[config.mk]
export PLATFORM = sky130hd
export DESIGN_NAME = step_sequencer_gated_flat
export DESIGN_NICKNAME = d
export VERILOG_FILES = /design/src/rtl/step_sequencer_gated_if.sv /design/src/rtl/step_sequencer_gated.sv /design/src/flat_wrapper.sv
export SDC_FILE = /design/constraint.sdc
export NUM_CORES = 1
export LEC_CHECK = 0
export ABC_AREA = 1
export BUFFER_PORTS_ARGS = -buffer_cell sky130_fd_sc_hd__buf_2
export CAP_MARGIN = 20
export CORE_MARGIN = 2
export CORE_UTILIZATION = 40
export DETAILED_ROUTE_END_ITERATION = 10
export SLEW_MARGIN = 20
export SYNTH_ARGS = -nofsm -noshare
export SYNTH_HDL_FRONTEND = slang
export SYNTH_SLANG_ARGS = --single-unit
[constraint.sdc]
create_clock -name clk -period 2.4 [get_ports clk]
set_input_delay 0.24 -clock clk [delete_from_list [all_inputs] [get_ports clk]]
set_output_delay 0.24 -clock clk [all_outputs]
set_load 0.02 [all_outputs]
[src/rtl/step_sequencer_gated_if.sv]
// step_sequencer_gated_if: bus between the step sequencer and its compute units.
//   unit_clk_en  per-unit clock-gate enable      (master -> slave)
//   unit_start   per-unit start, one-hot or zero (master -> slave)
//   unit_data_in operand to the active unit      (master -> slave)
//   unit_out     unit u result at [u*DW +: DW]   (slave -> master)
//   unit_done    per-unit done                   (slave -> master)
interface step_sequencer_gated_if #(
    parameter int DW        = 8,
    parameter int NUM_UNITS = 4
);
    logic [NUM_UNITS-1:0]    unit_clk_en;
    logic [NUM_UNITS-1:0]    unit_start;
    logic [DW-1:0]           unit_data_in;
    logic [NUM_UNITS*DW-1:0] unit_out;
    logic [NUM_UNITS-1:0]    unit_done;
    modport master (
        output unit_clk_en, unit_start, unit_data_in,
        input  unit_out, unit_done
    );
    modport slave (
        input  unit_clk_en, unit_start, unit_data_in,
        output unit_out, unit_done
    );
endinterface

[src/rtl/step_sequencer_gated.sv]
// step_sequencer_gated: runs a latched program of unit steps with per-unit clock gating.
//   clk, rst_n      clock, asynchronous active-low reset
//   start, abort    start request (IDLE only), cancel running sequence
//   data_in         initial operand, loaded into the accumulator on accept
//   prog_unit       unit index of step i at [i*UW +: UW]
//   prog_len        number of steps to execute
//   bus             unit-side enables, starts, operand, results and dones
//   data_out        registered final result
//   done, err       one-cycle completion / error pulses
//   busy, cur_step  not-IDLE flag, index of the active step
module step_sequencer_gated #(
    parameter int  DW        = 8,
    parameter int  NUM_UNITS = 4,
    parameter int  NUM_STEPS = 8,
    parameter int  TIMEOUT   = 255,
    localparam int UW        = $clog2(NUM_UNITS),
    localparam int LW        = $clog2(NUM_STEPS + 1)
) (
    input  logic                    clk,
    input  logic                    rst_n,
    input  logic                    start,
    input  logic                    abort,
    input  logic [DW-1:0]           data_in,
    input  logic [NUM_STEPS*UW-1:0] prog_unit,
    input  logic [LW-1:0]           prog_len,
    step_sequencer_gated_if.master  bus,
    output logic [DW-1:0]           data_out,
    output logic                    done,
    output logic                    busy,
    output logic                    err,
    output logic [LW-1:0]           cur_step
);
    localparam int TW = $clog2(TIMEOUT + 1);

    typedef enum logic [1:0] {IDLE, ARM, RUN, ISO} state_t;

    state_t                  state_q, state_d;
    logic [NUM_STEPS*UW-1:0] prog_q, prog_d;
    logic [LW-1:0]           len_q, len_d;
    logic [LW-1:0]           cur_q, cur_d;
    logic [DW-1:0]           acc_q, acc_d;
    logic [DW-1:0]           data_out_q, data_out_d;
    logic [TW-1:0]           tcnt_q, tcnt_d;
    logic                    done_q, done_d;
    logic                    err_q, err_d;

    // Power-of-two sized views so every index width matches exactly.
    logic [UW-1:0] units [2**LW];
    logic [DW-1:0] outs  [2**UW];
    logic          dones [2**UW];

    for (genvar i = 0; i < 2**LW; i++) begin : g_step
        if (i < NUM_STEPS) begin : g_v
            assign units[i] = prog_q[i*UW +: UW];
        end else begin : g_z
            assign units[i] = '0;
        end
    end

    for (genvar i = 0; i < 2**UW; i++) begin : g_unit
        if (i < NUM_UNITS) begin : g_v
            assign outs[i]  = bus.unit_out[i*DW +: DW];
            assign dones[i] = bus.unit_done[i];
        end else begin : g_z
            assign outs[i]  = '0;
            assign dones[i] = 1'b0;
        end
    end

    logic [UW-1:0] u;
    logic [LW-1:0] step_nx;
    logic          last;
    logic          valid;

    assign u       = units[cur_q];
    assign step_nx = cur_q + LW'(1);
    assign last    = cur_q == len_q - LW'(1);

    // Only the fields inside the requested length must name a real unit.
    always_comb begin
        valid = prog_len != '0 && prog_len <= LW'(NUM_STEPS);
        for (int i = 0; i < NUM_STEPS; i++)
            if (LW'(i) < prog_len && {1'b0, prog_unit[i*UW +: UW]} >= (UW+1)'(NUM_UNITS))
                valid = 1'b0;
    end

    always_comb begin
        state_d    = state_q;
        prog_d     = prog_q;
        len_d      = len_q;
        cur_d      = cur_q;
        acc_d      = acc_q;
        data_out_d = data_out_q;
        tcnt_d     = tcnt_q;
        done_d     = 1'b0;
        err_d      = 1'b0;
        case (state_q)
            IDLE: if (start) begin
                if (valid) begin
                    prog_d  = prog_unit;
                    len_d   = prog_len;
                    acc_d   = data_in;
                    cur_d   = '0;
                    state_d = ARM;
                end else begin
                    err_d = 1'b1;
                end
            end
            ARM: begin
                tcnt_d  = '0;
                state_d = abort ? IDLE : RUN;
            end
            RUN: begin
                // abort wins over a final done; done wins over timeout
                if (abort) begin
                    state_d = IDLE;
                end else if (dones[u]) begin
                    acc_d = outs[u];
                    if (last) begin
                        data_out_d = outs[u];
                        done_d     = 1'b1;
                        state_d    = IDLE;
                    end else begin
                        cur_d   = step_nx;
                        state_d = units[step_nx] == u ? ISO : ARM;
                    end
                end else if (tcnt_q == TW'(TIMEOUT - 1)) begin
                    err_d   = 1'b1;
                    state_d = IDLE;
                end else begin
                    tcnt_d = tcnt_q + TW'(1);
                end
            end
            ISO: state_d = abort ? IDLE : ARM;
        endcase
    end

    always_ff @(posedge clk or negedge rst_n) begin
        if (!rst_n) begin
            state_q    <= IDLE;
            prog_q     <= '0;
            len_q      <= '0;
            cur_q      <= '0;
            acc_q      <= '0;
            data_out_q <= '0;
            tcnt_q     <= '0;
            done_q     <= 1'b0;
            err_q      <= 1'b0;
        end else begin
            state_q    <= state_d;
            prog_q     <= prog_d;
            len_q      <= len_d;
            cur_q      <= cur_d;
            acc_q      <= acc_d;
            data_out_q <= data_out_d;
            tcnt_q     <= tcnt_d;
            done_q     <= done_d;
            err_q      <= err_d;
        end
    end

    // Enable spans ARM and RUN so the gated clock runs one cycle before start.
    assign bus.unit_clk_en  = (state_q == ARM || state_q == RUN) ? NUM_UNITS'(1) << u : '0;
    assign bus.unit_start   = state_q == RUN ? NUM_UNITS'(1) << u : '0;
    assign bus.unit_data_in = acc_q;
    assign data_out         = data_out_q;
    assign done             = done_q;
    assign err              = err_q;
    assign busy             = state_q != IDLE;
    assign cur_step         = cur_q;
endmodule
[src/flat_wrapper.sv]
// flat-port wrapper written by rule: the top's interface ports become plain ports
module step_sequencer_gated_flat 
#(
    parameter int  DW        = 8,
    parameter int  NUM_UNITS = 4,
    parameter int  NUM_STEPS = 8,
    parameter int  TIMEOUT   = 255,
    localparam int UW        = $clog2(NUM_UNITS),
    localparam int LW        = $clog2(NUM_STEPS + 1)
)
  (clk, rst_n, start, abort, data_in, prog_unit, prog_len, data_out, done, busy, err, cur_step, bus_unit_clk_en, bus_unit_start, bus_unit_data_in, bus_unit_out, bus_unit_done);
  step_sequencer_gated_if #(.DW(DW), .NUM_UNITS(NUM_UNITS)) bus_i ();
  input  logic clk;
  input  logic rst_n;
  input  logic start;
  input  logic abort;
  input  logic [DW-1:0] data_in;
  input  logic [NUM_STEPS*UW-1:0] prog_unit;
  input  logic [LW-1:0] prog_len;
  output logic [DW-1:0] data_out;
  output logic done;
  output logic busy;
  output logic err;
  output logic [LW-1:0] cur_step;
  output wire logic [$bits(bus_i.unit_clk_en)-1:0] bus_unit_clk_en;
  output wire logic [$bits(bus_i.unit_start)-1:0] bus_unit_start;
  output wire logic [$bits(bus_i.unit_data_in)-1:0] bus_unit_data_in;
  input wire logic [$bits(bus_i.unit_out)-1:0] bus_unit_out;
  input wire logic [$bits(bus_i.unit_done)-1:0] bus_unit_done;
  assign bus_unit_clk_en = bus_i.unit_clk_en;
  assign bus_unit_start = bus_i.unit_start;
  assign bus_unit_data_in = bus_i.unit_data_in;
  assign bus_i.unit_out = bus_unit_out;
  assign bus_i.unit_done = bus_unit_done;
  step_sequencer_gated #(.DW(DW), .NUM_UNITS(NUM_UNITS), .NUM_STEPS(NUM_STEPS), .TIMEOUT(TIMEOUT)) u_core (.clk(clk), .rst_n(rst_n), .start(start), .abort(abort), .data_in(data_in), .prog_unit(prog_unit), .prog_len(prog_len), .bus(bus_i), .data_out(data_out), .done(done), .busy(busy), .err(err), .cur_step(cur_step));
endmodule
==> results.yml <==
outcome:
  status: "finished clean"
worst_setup_path:
  end_kind: "output port"
  timing.rr.end: "u_core.state_q[1]$_DFFE_PN0P_"
  slowest_stage: "dfrtp_2"
  arrival_ns: 2.01
  crit_fanout: 18
  crit_buf_inv: 3
  r2r_start: "u_core.cur_step[0]$_DFFE_PN0P_"
  rrSetupSlack_ns: 0.33
  startpoint_type: "flip-flop"
  worstPathCellList: "buf_4 > nand2_1 > nand3_2 > nand3_2 > nand2_2 > nor2_4 > buf_6 > nand2_1 > nor2_1 > buf_2"
  critPathTopFamily: "simple AND/OR/NAND/NOR gates"
  cpPeakStageDelay_ns: 0.46
  worst_ep_required_time_ns: 2.16
  r2r_cells: 14
  crit_type: "flip-flop to output port"
run:
  maxCapViolations: 0
floorplan:
  ios: 99
  rows: 33
  dieArea_mm2: 0.00931
  start_util: 0.414
  core_area_mm2: 0.00826
  die_width_um: 96.5
  chipHeight_um: 96.5
synthesis:
  syn-num-nets: 544
  ys_seq_elements: 52
  synth_xor_area_frac: 0.0333
  synthFlopType: "dfrtp_1"
  synth_cell_types: 34
  synthAdderAreaFrac: 0.0329
  synth_top_family_by_area: "simple AND/OR/NAND/NOR gates"
  yosys_warnings: 0
  yosys.area.top_type: "dfrtp_1"
  synth_edf_count: 0
  synth-async-reset-ratio: 1.00
  avgSynthCellArea_um2: 7.33
  synthMuxAreaShare: 0.00329
  synth-simple-area-share: 0.374
  synth_compound_area_frac: 0.0775
  synth_area_leaders: "dfrtp_1 (38%), nand2_1 (17%), nand3_1 (8.9%)"
  synthMostInstantiatedCell: "nand2_1"
  ys_top_cells_by_count: "nand2_1 (154), nand3_1 (61), dfrtp_1 (52)"
  yosysSeqAreaShare: 0.380
  syn-cell-area_mm2: 0.00342
  netlist.area_leader.share: 0.380
  synthCells: 467
sta:
  drv_slew: 0
  fmax_ghz: 0.445
  fin_ws_ns: 0.155
  setup_violations: 0
  skew_ns: 0.00315
  relSlewSlack: 0.586
  worst_slew_pin_slew_ns: 0.621
  post-route-min-period_ns: 2.25
  hold_viol: 0
  rsz0062_at_grt: "no"
  fin_tns_setup_ns: 0
  min_period_over_period: 0.936
clock_network:
  cts_tree: "yes"
  cts_buffer_depth: 2
  path_clk_slew_ns: 0.09
  cts.htree.levels: 2
  clk-insertion-delay-late_ns: 0.31
  cts-root-buf: "clkbuf_8"
  clock_sinks: 52
  cts_made_buffers: 5
layout:
  instances_no_fill: 672
  antenna_cells: 0
  design_area_mm2: 0.00414
  fillers: 887
  seqCellArea_mm2: 0.00130
  finalNetCount: 643
  multi_input_comb_area_mm2: 0.00180
  area_growth_pct: 21.0
  drive_gt1_frac: 0.268
grt:
  grt_pass1_wl_um: 14300
  grt_usage: 0.197
  antenna_found_initial: 0
  grt_max_degree: 39
  grt_pass1_vias: 2996
  overflow: 0
hold_path:
  min_from: "prog_unit[2]"
  hold_path_depth: 3
  hold_end: "u_core.prog_q[2]$_DFFE_PN0P_"
  hp-class: "input pin to flip-flop"
placed_design:
  post-place-ws_ns: 0.217
  portBuffers: 98
  dp_hpwl_um: 6930
  routabilityCongestion: 0.853
  dp_cells: 656
  place_area_mm2: 0.00397
power:
  powerDensity_mw_per_mm2: 1210
  power_w: 0.00499
  max-vdd-ir-drop_v: 0.000499
  p_leak_nw: 2.26
routing:
  via_count: 3310
  vias_per_cell: 4.93
  ant_nets: 0
  drtIter0Drc: 169
  firstDrtPassIters: 4
  drt-total-wl_um: 9010
  wire_per_inst_um: 13.4
  drc: 0
cell type report:
type	instances	share of cell area
Inverter	47	0.0432
Sequential cell	52	0.315
Tap cell	105	0.0317
Clock buffer	8	0.0218
Multi-Input combinational cell	345	0.435
Timing Repair Buffer	115	0.153
worst min-delay path, delay by kind of cell:
| kind | cells | cell delay [ns] |
|---|---|---|
| buffers and inverters | 1 | 0.07 |
| AOI/OAI and AO/OA | 1 | 0.05 |
| and+or+nand+nor | 1 | 0.04 |
cell families (layout without fill, tap and decap cells):
| kind of cell | after synthesis | after routing |
|---|---|---|
| fa+ha+maj | 9 | 9 |
| xor+xnor | 13 | 13 |
| compound gates | 50 | 50 |
| mux | 1 | 1 |
| simple gates | 272 | 272 |
| buf+inv | 70 | 170 |
| flops | 52 | 52 |
report_power, final:
part	switching [W]	internal, W	total (W)
registers	0.000163	0.00117	0.00133
clock network	0.000281	0.000236	0.000517
logic	0.00206	0.00108	0.00314
flip-flops by register name (all words and copies together), names as in the netlist:
| register | flops |
|---|---|
| u_core.prog_q | 16 |
| u_core.bus.unit_data_in | 8 |
| u_core.data_out | 8 |
| u_core.tcnt_q | 8 |
| u_core.cur_step | 4 |
| u_core.len_q | 4 |
| u_core.state_q | 2 |
| u_core.done | 1 |
| u_core.err | 1 |
how the worst max path moves through the flow:
stage / startpoint / end / slack, ns / cells after the start
after floorplan: u_core.cur_step[0]$_DFFE_PN0P_ / bus_unit_clk_en[3] / 0.40 / 11
after global placement: u_core.cur_step[0]$_DFFE_PN0P_ / u_core.data_out[5]$_DFFE_PN0P_ / 0.29 / 13
after detailed placement: u_core.cur_step[0]$_DFFE_PN0P_ / u_core.data_out[6]$_DFFE_PN0P_ / 0.22 / 13
after CTS: u_core.cur_step[1]$_DFFE_PN0P_ / bus_unit_clk_en[2] / 0.04 / 8
after global routing: u_core.cur_step[0]$_DFFE_PN0P_ / bus_unit_start[0] / 0.004 / 9
final: u_core.cur_step[0]$_DFFE_PN0P_ / bus_unit_clk_en[2] / 0.15 / 10
per-stage QoR:
step / hold slack [ns] / util
floorplan: -0.0556 / -
detailed placement: 0.296 / 0.481
global route: 0.133 / 0.502
global placement: 0.299 / 0.481
finish: 0.132 / 0.502
CTS: 0.119 / 0.494
metal layers:
| layer | vias up | wire length, um | track usage |
|---|---|---|---|
| met5 | - | 0 | 0 |
| met4 | 0 | 101 | 0.0528 |
| met3 | 8 | 457 | 0.0303 |
| met2 | 70 | 4140 | 0.313 |
| met1 | 1534 | 4300 | 0.282 |
| li1 | 1698 | - | - |
layout by cell type (no fill, tap or decap), drive strengths merged, types with 2 or more instances in the layout:
cell type / count
o21ai: 38
nand3: 73
nor3: 2
inv: 47
clkbuf: 9
nand4: 12
nand2: 161
buf: 113
xor2: 8
o211ai: 3
xnor2: 5
dfrtp: 52
ha: 9
a21oi: 5
nor2: 21
repair_timing:
action	in CTS	in global routing
buffers inserted	1	6
hold buffers	1	0
setup endpoints to repair	8	8
pin swaps	1	1
resized for setup	1	4
hold endpoints to repair	25	0
No activity file was read; power rests on OpenSTA's default activity.
